`config.mk`:
```
export PLATFORM = sky130hd
export DESIGN_NAME = fp_normalize_flat
export DESIGN_NICKNAME = d
export VERILOG_FILES = /design/src/rtl/fp_pkg.sv /design/src/rtl/fp_normalize_if.sv /design/src/rtl/fp_lzc.sv /design/src/rtl/fp_normalize.sv /design/src/flat_wrapper.sv
export SDC_FILE = /design/constraint.sdc
export NUM_CORES = 1
export LEC_CHECK = 0
export BUFFER_PORTS_ARGS = -buffer_cell sky130_fd_sc_hd__buf_2
export CAP_MARGIN = 30
export CORE_ASPECT_RATIO = 1.2
export CORE_MARGIN = 1.5
export CORE_UTILIZATION = 45
export CTS_CLUSTER_DIAMETER = 50
export DETAILED_ROUTE_END_ITERATION = 12
export GPL_ROUTABILITY_DRIVEN = 1
export PLACE_DENSITY = 0.74
export SYNTH_ARGS = -nofsm -noshare
export SYNTH_HDL_FRONTEND = slang
export SYNTH_SLANG_ARGS = --single-unit
```
`constraint.sdc`:
```
create_clock -name clk -period 13.2 [get_ports clk]
set_input_delay 0 -clock clk [delete_from_list [all_inputs] [get_ports clk]]
set_output_delay 0 -clock clk [all_outputs]
set_load 0.01 [all_outputs]
```
`src/rtl/fp_pkg.sv`:
```
// Shared floating-point constants and types for the normalize/round datapath.
// Both precisions are listed here; the datapath blocks default to single precision.
package fp_pkg;

    // Single precision.
    localparam int SP_MAN_LEN     = 23;
    localparam int SP_EXP_LEN     = 8;
    localparam int SP_BUF_MAN_LEN = 50;
    localparam int SP_BUF_EXP_LEN = 10;
    localparam int SP_BIAS        = 127;

    // Double precision.
    localparam int DP_MAN_LEN     = 52;
    localparam int DP_EXP_LEN     = 11;
    localparam int DP_BUF_MAN_LEN = 108;
    localparam int DP_BUF_EXP_LEN = 13;
    localparam int DP_BIAS        = 1023;

    // Smallest normal unbiased exponent.
    localparam int EMIN    = 1 - SP_BIAS;
    localparam int DP_EMIN = 1 - DP_BIAS;

    // Status flags handed from the normalizer to fp_roundoff.
    typedef struct packed {
        logic sZero;
        logic sSubnormal;
        logic sOverflow;
    } fp_status_t;

endpackage

```
`src/rtl/fp_normalize_if.sv`:
```
// Beat-level bus of the normalizer: raw beat in, normalized beat out.
// The upstream/bench side uses master; the normalizer uses slave.
interface fp_normalize_if
    import fp_pkg::*;
#(
    parameter int BUF_MAN_LEN = SP_BUF_MAN_LEN,
    parameter int BUF_EXP_LEN = SP_BUF_EXP_LEN
);
    logic                          inValid;
    logic                          inReady;
    logic                          rawSign;
    logic        [BUF_MAN_LEN+1:0] rawMan;
    logic signed [BUF_EXP_LEN-1:0] rawExp;
    logic                          outValid;
    logic                          outReady;
    logic                          fSign;
    logic        [BUF_MAN_LEN:0]   fMan;
    logic signed [BUF_EXP_LEN-1:0] fExp;
    logic                          sZero;
    logic                          sSubnormal;
    logic                          sOverflow;

    modport master (
        output inValid, rawSign, rawMan, rawExp, outReady,
        input  inReady, outValid, fSign, fMan, fExp, sZero, sSubnormal, sOverflow
    );

    modport slave (
        input  inValid, rawSign, rawMan, rawExp, outReady,
        output inReady, outValid, fSign, fMan, fExp, sZero, sSubnormal, sOverflow
    );
endinterface

```
`src/rtl/fp_lzc.sv`:
```
// Combinational leading-zero counter; returns WIDTH for an all-zero vector.
module fp_lzc #(
    parameter  int WIDTH = 51,
    localparam int CW    = $clog2(WIDTH + 1)
) (
    input  logic [WIDTH-1:0] vec,
    output logic [CW-1:0]    zeros
);

    // Scan upward so the highest set bit is the last one to update the count.
    always_comb begin
        zeros = CW'(WIDTH);
        for (int i = 0; i < WIDTH; i++) begin
            zeros = vec[i] ? CW'(WIDTH - 1 - i) : zeros;
        end
    end

endmodule

```
`src/rtl/fp_normalize.sv`:
```
// Three-stage normalizer between the add/sub/mul datapath and fp_roundoff:
// S1 registers the beat with its leading-zero count, S2 picks shift and exponent, S3 shifts.
module fp_normalize
    import fp_pkg::*;
#(
    parameter int MAN_LEN     = SP_MAN_LEN,
    parameter int EXP_LEN     = SP_EXP_LEN,
    parameter int BUF_MAN_LEN = SP_BUF_MAN_LEN,
    parameter int BUF_EXP_LEN = SP_BUF_EXP_LEN,
    parameter int BIAS        = SP_BIAS
) (
    input logic           clk,
    input logic           rst,
    fp_normalize_if.slave bus
);

    localparam int MW  = BUF_MAN_LEN + 2;
    localparam int FW  = BUF_MAN_LEN + 1;
    localparam int LZW = $clog2(BUF_MAN_LEN + 2);
    localparam int SHW = $clog2(BUF_MAN_LEN + 3);
    localparam int XW  = BUF_EXP_LEN + 1;

    localparam logic signed [XW-1:0] EMIN_X   = XW'(1 - BIAS);
    localparam logic signed [XW-1:0] BIAS_X   = XW'(BIAS);
    localparam logic signed [XW-1:0] SAT_HI_X = XW'((1 << (BUF_EXP_LEN - 1)) - 1);
    localparam logic signed [XW-1:0] SAT_LO_X = XW'(-(1 << (BUF_EXP_LEN - 1)));
    localparam logic signed [XW-1:0] RCAP_X   = XW'(BUF_MAN_LEN + 2);
    localparam logic        [SHW-1:0] RCAP    = SHW'(BUF_MAN_LEN + 2);

    // The buffer must hold a full product plus guard bits and some exponent headroom.
    if (BUF_MAN_LEN < MAN_LEN + 2 || BUF_EXP_LEN < EXP_LEN + 2) begin : g_bad_cfg
        $error("fp_normalize: buffer widths too small for the stored format");
    end

    logic                          alive_r;
    logic                          v1_r, v2_r, v3_r;
    logic                          en1_s, en2_s, en3_s;
    logic                          sign1_r, sign2_r, fsign_r;
    logic        [MW-1:0]          man1_r, man2_r;
    logic signed [BUF_EXP_LEN-1:0] exp1_r, exp2_r, fexp_r;
    logic        [LZW-1:0]         lzc_s, lzc1_r;
    logic                          zero1_r;
    logic                          right_s, right2_r;
    logic        [SHW-1:0]         amt_s, amt2_r;
    logic signed [XW-1:0]          exp_x_s, lzc_x_s, gap_s, under_s, enew_s;
    logic signed [BUF_EXP_LEN-1:0] esat_s;
    logic                          zero_s, sub_s, ovf_s;
    fp_status_t                    st_s, st2_r, st3_r;
    logic        [FW-1:0]          rsh_s, lsh_s, fman_s, fman_r;
    logic        [MW-1:0]          mask_s;
    logic                          sticky_s;

    // Each stage advances when empty or when the stage after it advances.
    assign en3_s       = ~v3_r | bus.outReady;
    assign en2_s       = ~v2_r | en3_s;
    assign en1_s       = ~v1_r | en2_s;
    assign bus.inReady = alive_r & en1_s;

    fp_lzc #(.WIDTH(BUF_MAN_LEN + 1)) u_lzc (
        .vec   (bus.rawMan[BUF_MAN_LEN:0]),
        .zeros (lzc_s)
    );

    // Holds inReady low until the first clock after reset releases.
    always_ff @(posedge clk or posedge rst) begin
        if (rst) alive_r <= 1'b0;
        else     alive_r <= 1'b1;
    end

    // S1: capture the raw beat with its leading-zero count and zero flag.
    always_ff @(posedge clk or posedge rst) begin
        if (rst) begin
            v1_r    <= 1'b0;
            sign1_r <= 1'b0;
            man1_r  <= {MW{1'b0}};
            exp1_r  <= {BUF_EXP_LEN{1'b0}};
            lzc1_r  <= {LZW{1'b0}};
            zero1_r <= 1'b0;
        end else if (en1_s) begin
            v1_r    <= bus.inValid & bus.inReady;
            sign1_r <= bus.rawSign;
            man1_r  <= bus.rawMan;
            exp1_r  <= bus.rawExp;
            lzc1_r  <= lzc_s;
            zero1_r <= (bus.rawMan == {MW{1'b0}});
        end
    end

    // S2 decision: zero, carry-out, underflow right shift, or bounded left shift.
    always_comb begin
        exp_x_s = {exp1_r[BUF_EXP_LEN-1], exp1_r};
        lzc_x_s = XW'(lzc1_r);
        gap_s   = exp_x_s - EMIN_X;
        under_s = EMIN_X - exp_x_s;
        right_s = 1'b0;
        amt_s   = {SHW{1'b0}};
        enew_s  = exp_x_s;
        zero_s  = 1'b0;
        sub_s   = 1'b0;
        if (zero1_r) begin
            enew_s = {XW{1'b0}};
            zero_s = 1'b1;
        end else if (man1_r[MW-1]) begin
            right_s = 1'b1;
            amt_s   = SHW'(1);
            enew_s  = exp_x_s + XW'(1);
        end else if (exp_x_s < EMIN_X) begin
            right_s = 1'b1;
            amt_s   = (under_s > RCAP_X) ? RCAP : under_s[SHW-1:0];
            enew_s  = EMIN_X;
            sub_s   = 1'b1;
        end else begin
            if (lzc_x_s > gap_s) begin
                amt_s = gap_s[SHW-1:0];
                sub_s = 1'b1;
            end else begin
                amt_s = SHW'(lzc1_r);
            end
            enew_s = exp_x_s - XW'(amt_s);
        end

        if (enew_s > SAT_HI_X) begin
            esat_s = SAT_HI_X[BUF_EXP_LEN-1:0];
        end else if (enew_s < SAT_LO_X) begin
            esat_s = SAT_LO_X[BUF_EXP_LEN-1:0];
        end else begin
            esat_s = enew_s[BUF_EXP_LEN-1:0];
        end

        ovf_s           = ~zero_s & (enew_s > BIAS_X);
        st_s.sZero      = zero_s;
        st_s.sOverflow  = ovf_s;
        st_s.sSubnormal = sub_s & ~ovf_s;
    end

    // S2 register: shift command, final exponent and flags.
    always_ff @(posedge clk or posedge rst) begin
        if (rst) begin
            v2_r     <= 1'b0;
            sign2_r  <= 1'b0;
            man2_r   <= {MW{1'b0}};
            exp2_r   <= {BUF_EXP_LEN{1'b0}};
            right2_r <= 1'b0;
            amt2_r   <= {SHW{1'b0}};
            st2_r    <= '{1'b0, 1'b0, 1'b0};
        end else if (en2_s) begin
            v2_r     <= v1_r;
            sign2_r  <= sign1_r;
            man2_r   <= man1_r;
            exp2_r   <= esat_s;
            right2_r <= right_s;
            amt2_r   <= amt_s;
            st2_r    <= st_s;
        end
    end

    // S3 barrel shift; bits lost on a right shift fold into the sticky LSB.
    always_comb begin
        rsh_s    = FW'(man2_r >> amt2_r);
        lsh_s    = FW'(man2_r << amt2_r);
        mask_s   = ~({MW{1'b1}} << amt2_r);
        sticky_s = |(man2_r & mask_s);
        if (right2_r) begin
            fman_s = {rsh_s[FW-1:1], rsh_s[0] | sticky_s};
        end else begin
            fman_s = lsh_s;
        end
    end

    // S3 register drives the outputs directly and holds them under backpressure.
    always_ff @(posedge clk or posedge rst) begin
        if (rst) begin
            v3_r    <= 1'b0;
            fsign_r <= 1'b0;
            fman_r  <= {FW{1'b0}};
            fexp_r  <= {BUF_EXP_LEN{1'b0}};
            st3_r   <= '{1'b0, 1'b0, 1'b0};
        end else if (en3_s) begin
            v3_r    <= v2_r;
            fsign_r <= sign2_r;
            fman_r  <= fman_s;
            fexp_r  <= exp2_r;
            st3_r   <= st2_r;
        end
    end

    assign bus.outValid   = v3_r;
    assign bus.fSign      = fsign_r;
    assign bus.fMan       = fman_r;
    assign bus.fExp       = fexp_r;
    assign bus.sZero      = st3_r.sZero;
    assign bus.sSubnormal = st3_r.sSubnormal;
    assign bus.sOverflow  = st3_r.sOverflow;

endmodule

```
`src/flat_wrapper.sv`:
```
// flat-port wrapper written by rule: the top's interface ports become plain ports
module fp_normalize_flat import fp_pkg::*;
#(
    parameter int MAN_LEN     = SP_MAN_LEN,
    parameter int EXP_LEN     = SP_EXP_LEN,
    parameter int BUF_MAN_LEN = SP_BUF_MAN_LEN,
    parameter int BUF_EXP_LEN = SP_BUF_EXP_LEN,
    parameter int BIAS        = SP_BIAS
)
  (clk, rst, bus_inValid, bus_rawSign, bus_rawMan, bus_rawExp, bus_outReady, bus_inReady, bus_outValid, bus_fSign, bus_fMan, bus_fExp, bus_sZero, bus_sSubnormal, bus_sOverflow);
  fp_normalize_if #(.BUF_MAN_LEN(BUF_MAN_LEN), .BUF_EXP_LEN(BUF_EXP_LEN)) bus_i ();
  input logic clk;
  input logic rst;
  input wire logic [$bits(bus_i.inValid)-1:0] bus_inValid;
  input wire logic [$bits(bus_i.rawSign)-1:0] bus_rawSign;
  input wire logic [$bits(bus_i.rawMan)-1:0] bus_rawMan;
  input wire logic [$bits(bus_i.rawExp)-1:0] bus_rawExp;
  input wire logic [$bits(bus_i.outReady)-1:0] bus_outReady;
  output wire logic [$bits(bus_i.inReady)-1:0] bus_inReady;
  output wire logic [$bits(bus_i.outValid)-1:0] bus_outValid;
  output wire logic [$bits(bus_i.fSign)-1:0] bus_fSign;
  output wire logic [$bits(bus_i.fMan)-1:0] bus_fMan;
  output wire logic [$bits(bus_i.fExp)-1:0] bus_fExp;
  output wire logic [$bits(bus_i.sZero)-1:0] bus_sZero;
  output wire logic [$bits(bus_i.sSubnormal)-1:0] bus_sSubnormal;
  output wire logic [$bits(bus_i.sOverflow)-1:0] bus_sOverflow;
  assign bus_i.inValid = bus_inValid;
  assign bus_i.rawSign = bus_rawSign;
  assign bus_i.rawMan = bus_rawMan;
  assign bus_i.rawExp = bus_rawExp;
  assign bus_i.outReady = bus_outReady;
  assign bus_inReady = bus_i.inReady;
  assign bus_outValid = bus_i.outValid;
  assign bus_fSign = bus_i.fSign;
  assign bus_fMan = bus_i.fMan;
  assign bus_fExp = bus_i.fExp;
  assign bus_sZero = bus_i.sZero;
  assign bus_sSubnormal = bus_i.sSubnormal;
  assign bus_sOverflow = bus_i.sOverflow;
  fp_normalize #(.MAN_LEN(MAN_LEN), .EXP_LEN(EXP_LEN), .BUF_MAN_LEN(BUF_MAN_LEN), .BUF_EXP_LEN(BUF_EXP_LEN), .BIAS(BIAS)) u_core (.clk(clk), .rst(rst), .bus(bus_i));
endmodule
```
==> summary.md <==
| Metric | Value |
|---|---|
| Most frequent cells in the layout | 369 x nand2_1, 219 x nor2_1, 207 x dfrtp_1 |
| Fin area | 0.0186 mm² |
| Ys async rst share | 1.00 |
| Critical path's top delay family | compound AO/OA/AOI/OAI gates |
| Residual DRC count | 0 |
| Pin count of the biggest net entering global routing | 136 |
| Vias in the first global route | 14,700 |
| Setup violations, final | 0 |
| Synth unique cells | 87 |
| DIE WIDTH | about 180 µm |
| CP arrival | 5940 ps |
| Crit path time final | 5520 ps |
| CTS tree | yes |
| CTS sink cnt | 212 |
| Maximum net fanout on the critical path | 12 |
| Final WL | about 56,000 µm |
| Htree depth | 1 |
| Mapped Cells | 1,929 |
| Crit path largest cell delay | 560 ps |
| Die area | 0.0378 mm² |
| Row count | 76 |
| Crit path buffers/inverters | 2 |
| Synthesized area | 0.0165 mm² |
| Setup TNS | 0 ps |
| Most common cell after layout, fill and taps aside | nand2_1 |
| Clock-pin slew on the worst setup and hold paths | approximately 60 ps |
| Average routed wire per standard cell | 22.3 µm |
| Core area | roughly 0.036 mm² |
| Placer Congestion | 1.07 |
| Latest clock arrival within the worst-skew pair | about 540 ps |
| CP Class | reg2reg |
| Initial antenna violation count | 0 |
| Reg2reg setup slack | 7680 ps |
| TritonRoute pass-1 iters | 10 |
| Status | finished, final reports clean |
| Max Freq | 0.181 GHz |
| Clock Skews | approximately 11 ps |
| Post-DP HPWL | 40,600 µm |
| Remaining antenna violation count after routing | 0 |
| Crit-path slowest cell | dfrtp_1 |
| RSZ-0062 raised after global routing | no |
| CTS buffer count | 25 |
| Reg2Reg Depth | 22 |
| Worst EP required | 13,620 ps |
| Ports | 134 |
| Most used flip-flop cell after synthesis | dfrtp_1 |
| Worst R2R Start | u_core.exp1_r[2]$_DFFE_PP0N_ |
| Routed via count | 15,500 |
| MaxCap Viol Count | 0 |
| Die Ht | ~210 µm |
| Post-cts resize count | 0 |
| RR Endpoint | u_core.exp2_r[3]$_DFFE_PP0P_ |
| Clk buf depth | 3 |
| Worst VDD drop | between 0.00009 and 0.0001 V |
| Grt ovf | 0 |
| Vias/cell | 6.19 |
| Fin nets | 2,108 |
| CP startpoint kind | flip-flop |
| Post-synth EDFFs | 0 |
| Port Buffers | 133 |
| CP Depth | 22 |
| CTS root buf | clkbuf_16 |
| Layout Cells excl Fill | 2,507 |
| YS warnings | 0 |
| Register area share after synthesis | 0.322 |
| Synth-to-Final Area Change | 13.1% |
| Mean post-synth cell area | 8.54 µm² |
| Leakage | approximately 8.2 nW |
| Dpl cell area | 0.0170 mm² |
| Power per cell area | between 100 and 150 mW/mm² |
| Placed Cells | 2,391 |
| Ant. Diodes | 0 |
| Synthesized Nets | 2,015 |
| HP Start | bus_outReady |
| Hold Vio Cnt, Final | 0 |
| Period Utilization, post-route | 0.419 |
| Global-route wire length before repair | 86,600 µm |
| Worst slew margin | 0.357 |
| Yosys reg bits | around 210 |
| Worst-Margin Slew | between 900 and 1000 ps |
| Share of cells above drive strength 1 | 0.182 |
| Worst hold stages | 5 |
| Gr usage total | 0.297 |
| Kind of end point of the critical path | flip-flop |
| Hold endpoint | u_core.bus.fExp[8]$_DFFE_PP0P_ |
| Final Slew Violations | 0 |
| Worst hold path type | in2reg |
| Starting DRT DRC Count | 1,668 |
| Critical-path cell list | inv_1 -> ha_1 -> nor2b_1 -> a21oi_1 -> a21oi_1 -> ha_1 -> o21a_1 -> o22ai_1 -> nor2_1 -> a31oi_4 -> mux2i_1 -> ha_1 -> inv_1 -> fa_1 -> a21oi_1 -> o211ai_1 -> or4_1 -> o32ai_2 -> nor2_1 -> or2_1 -> nand2_1 -> o21ai_0 |
| Starting density of the core | 0.458 |
worst min-delay path, delay by kind of cell:
kind | cells | cell delay [ps]
buf+inv | 2 | 410
simple gates | 3 | 220
cell type report:
cell class,count,area [µm²]
clock buffers,32,682
well taps,468,586
clock inverters,12,153
repair buffers,227,1590
flip-flops and latches,212,5320
inverters,39,158
multi-input cells,1517,10100
fillers,3401,17300
logic make-up (layout without fill, tap and decap cells):
| group | Yosys count | count (layout) | synth area share |
|---|---|---|---|
| AOI/OAI and AO/OA | 427 | 427 | 0.167 |
| adders and majority gates | 19 | 19 | 0.0149 |
| and+or+nand+nor | 742 | 742 | 0.190 |
| DFF | 212 | 212 | 0.322 |
| buffers and inverters | 200 | 310 | 0.0627 |
| muxes | 308 | 308 | 0.231 |
| other | 1 | 1 | 0.000228 |
| xor gates and xnor gates | 20 | 20 | 0.0106 |
Yosys cell counts, types with 9 or more instances:
library cell,n,area share
a211oi_1,18,0.0082
a21oi_1,112,0.034
a221o_1,12,0.0073
a221oi_1,15,0.0080
a31oi_1,20,0.0076
buf_1,20,0.0046
buf_2,33,0.010
buf_4,9,0.0041
buf_6,15,0.010
clkbuf_1,75,0.017
dfrtp_1,212,0.32
ha_1,18,0.014
inv_1,37,0.0084
mux2_2,105,0.072
mux2i_1,152,0.092
mux4_2,38,0.052
nand2_1,370,0.084
nand2b_1,14,0.0053
nand3_1,29,0.0088
nand4_1,9,0.0034
nor2_1,219,0.050
nor3_1,44,0.013
nor4_1,15,0.0057
o211ai_1,12,0.0055
o21ai_0,102,0.031
o21ai_1,14,0.0043
o221ai_1,10,0.0053
o22ai_1,25,0.0095
o31ai_1,10,0.0046
xnor2_1,17,0.0090
where the power goes:
| group | internal [mW] | leakage [nW] | total [mW] | switching (mW) |
|---|---|---|---|---|
| combinational | 0.376 | 5.21 | 0.982 | 0.605 |
| sequential | 0.746 | 2.54 | 0.852 | 0.106 |
| clock | 0.410 | 0.413 | 0.696 | 0.286 |
| total | 1.53 | 8.16 | 2.53 | 0.997 |
stage by stage:
step / setup slack (ps) / hold slack, ps / total power [mW] / utilization
floorplan: 7410 / 97.4 / 1.48 / -
global placement: 7830 / 209 / 1.79 / 0.474
detailed placement: 7740 / 229 / 1.80 / 0.474
CTS: 7730 / 118 / 2.52 / 0.516
global route: 7270 / 167 / 2.65 / 0.518
finish: 7680 / 129 / 2.53 / 0.518
worst max-delay path by stage:
stage / from / to
floorplan: rst / u_core.alive_r$_DFF_PP0_
global placement: u_core.exp1_r[2]$_DFFE_PP0N_ / u_core.exp2_r[5]$_DFFE_PP0P_
detailed placement: u_core.exp1_r[2]$_DFFE_PP0N_ / u_core.exp2_r[3]$_DFFE_PP0P_
CTS: u_core.exp1_r[2]$_DFFE_PP0N_ / u_core.exp2_r[3]$_DFFE_PP0P_
global route: u_core.exp1_r[2]$_DFFE_PP0N_ / u_core.exp2_r[3]$_DFFE_PP0P_
finish: u_core.exp1_r[2]$_DFFE_PP0N_ / u_core.exp2_r[3]$_DFFE_PP0P_
sequential cells by signal, indices dropped and copies added (netlist names), 3 cells and up:
| name | cells |
|---|---|
| u_core.st2_r | 3 |
| u_core.amt2_r | 6 |
| u_core.bus.fExp | 10 |
| u_core.lzc1_r | 6 |
| u_core.exp1_r | 10 |
| u_core.man1_r | 52 |
| u_core.bus.fMan | 51 |
| u_core.exp2_r | 10 |
| u_core.man2_r | 52 |
metal layers:
metal  global-route usage  up-vias  part of all wire
li1                     -     7136                 -
met1                0.414     7452              0.43
met2                0.452      788              0.44
met3               0.0408      143             0.073
met4                0.149        0             0.054
met5                    0        -                 0
repair_timing:
action,4_1_cts,5_1_grt
endpoints found under the hold margin,204,3
setup buffers,0,0
hold buffers,69,1
Note: power is estimated with default switching activity, not from simulation.
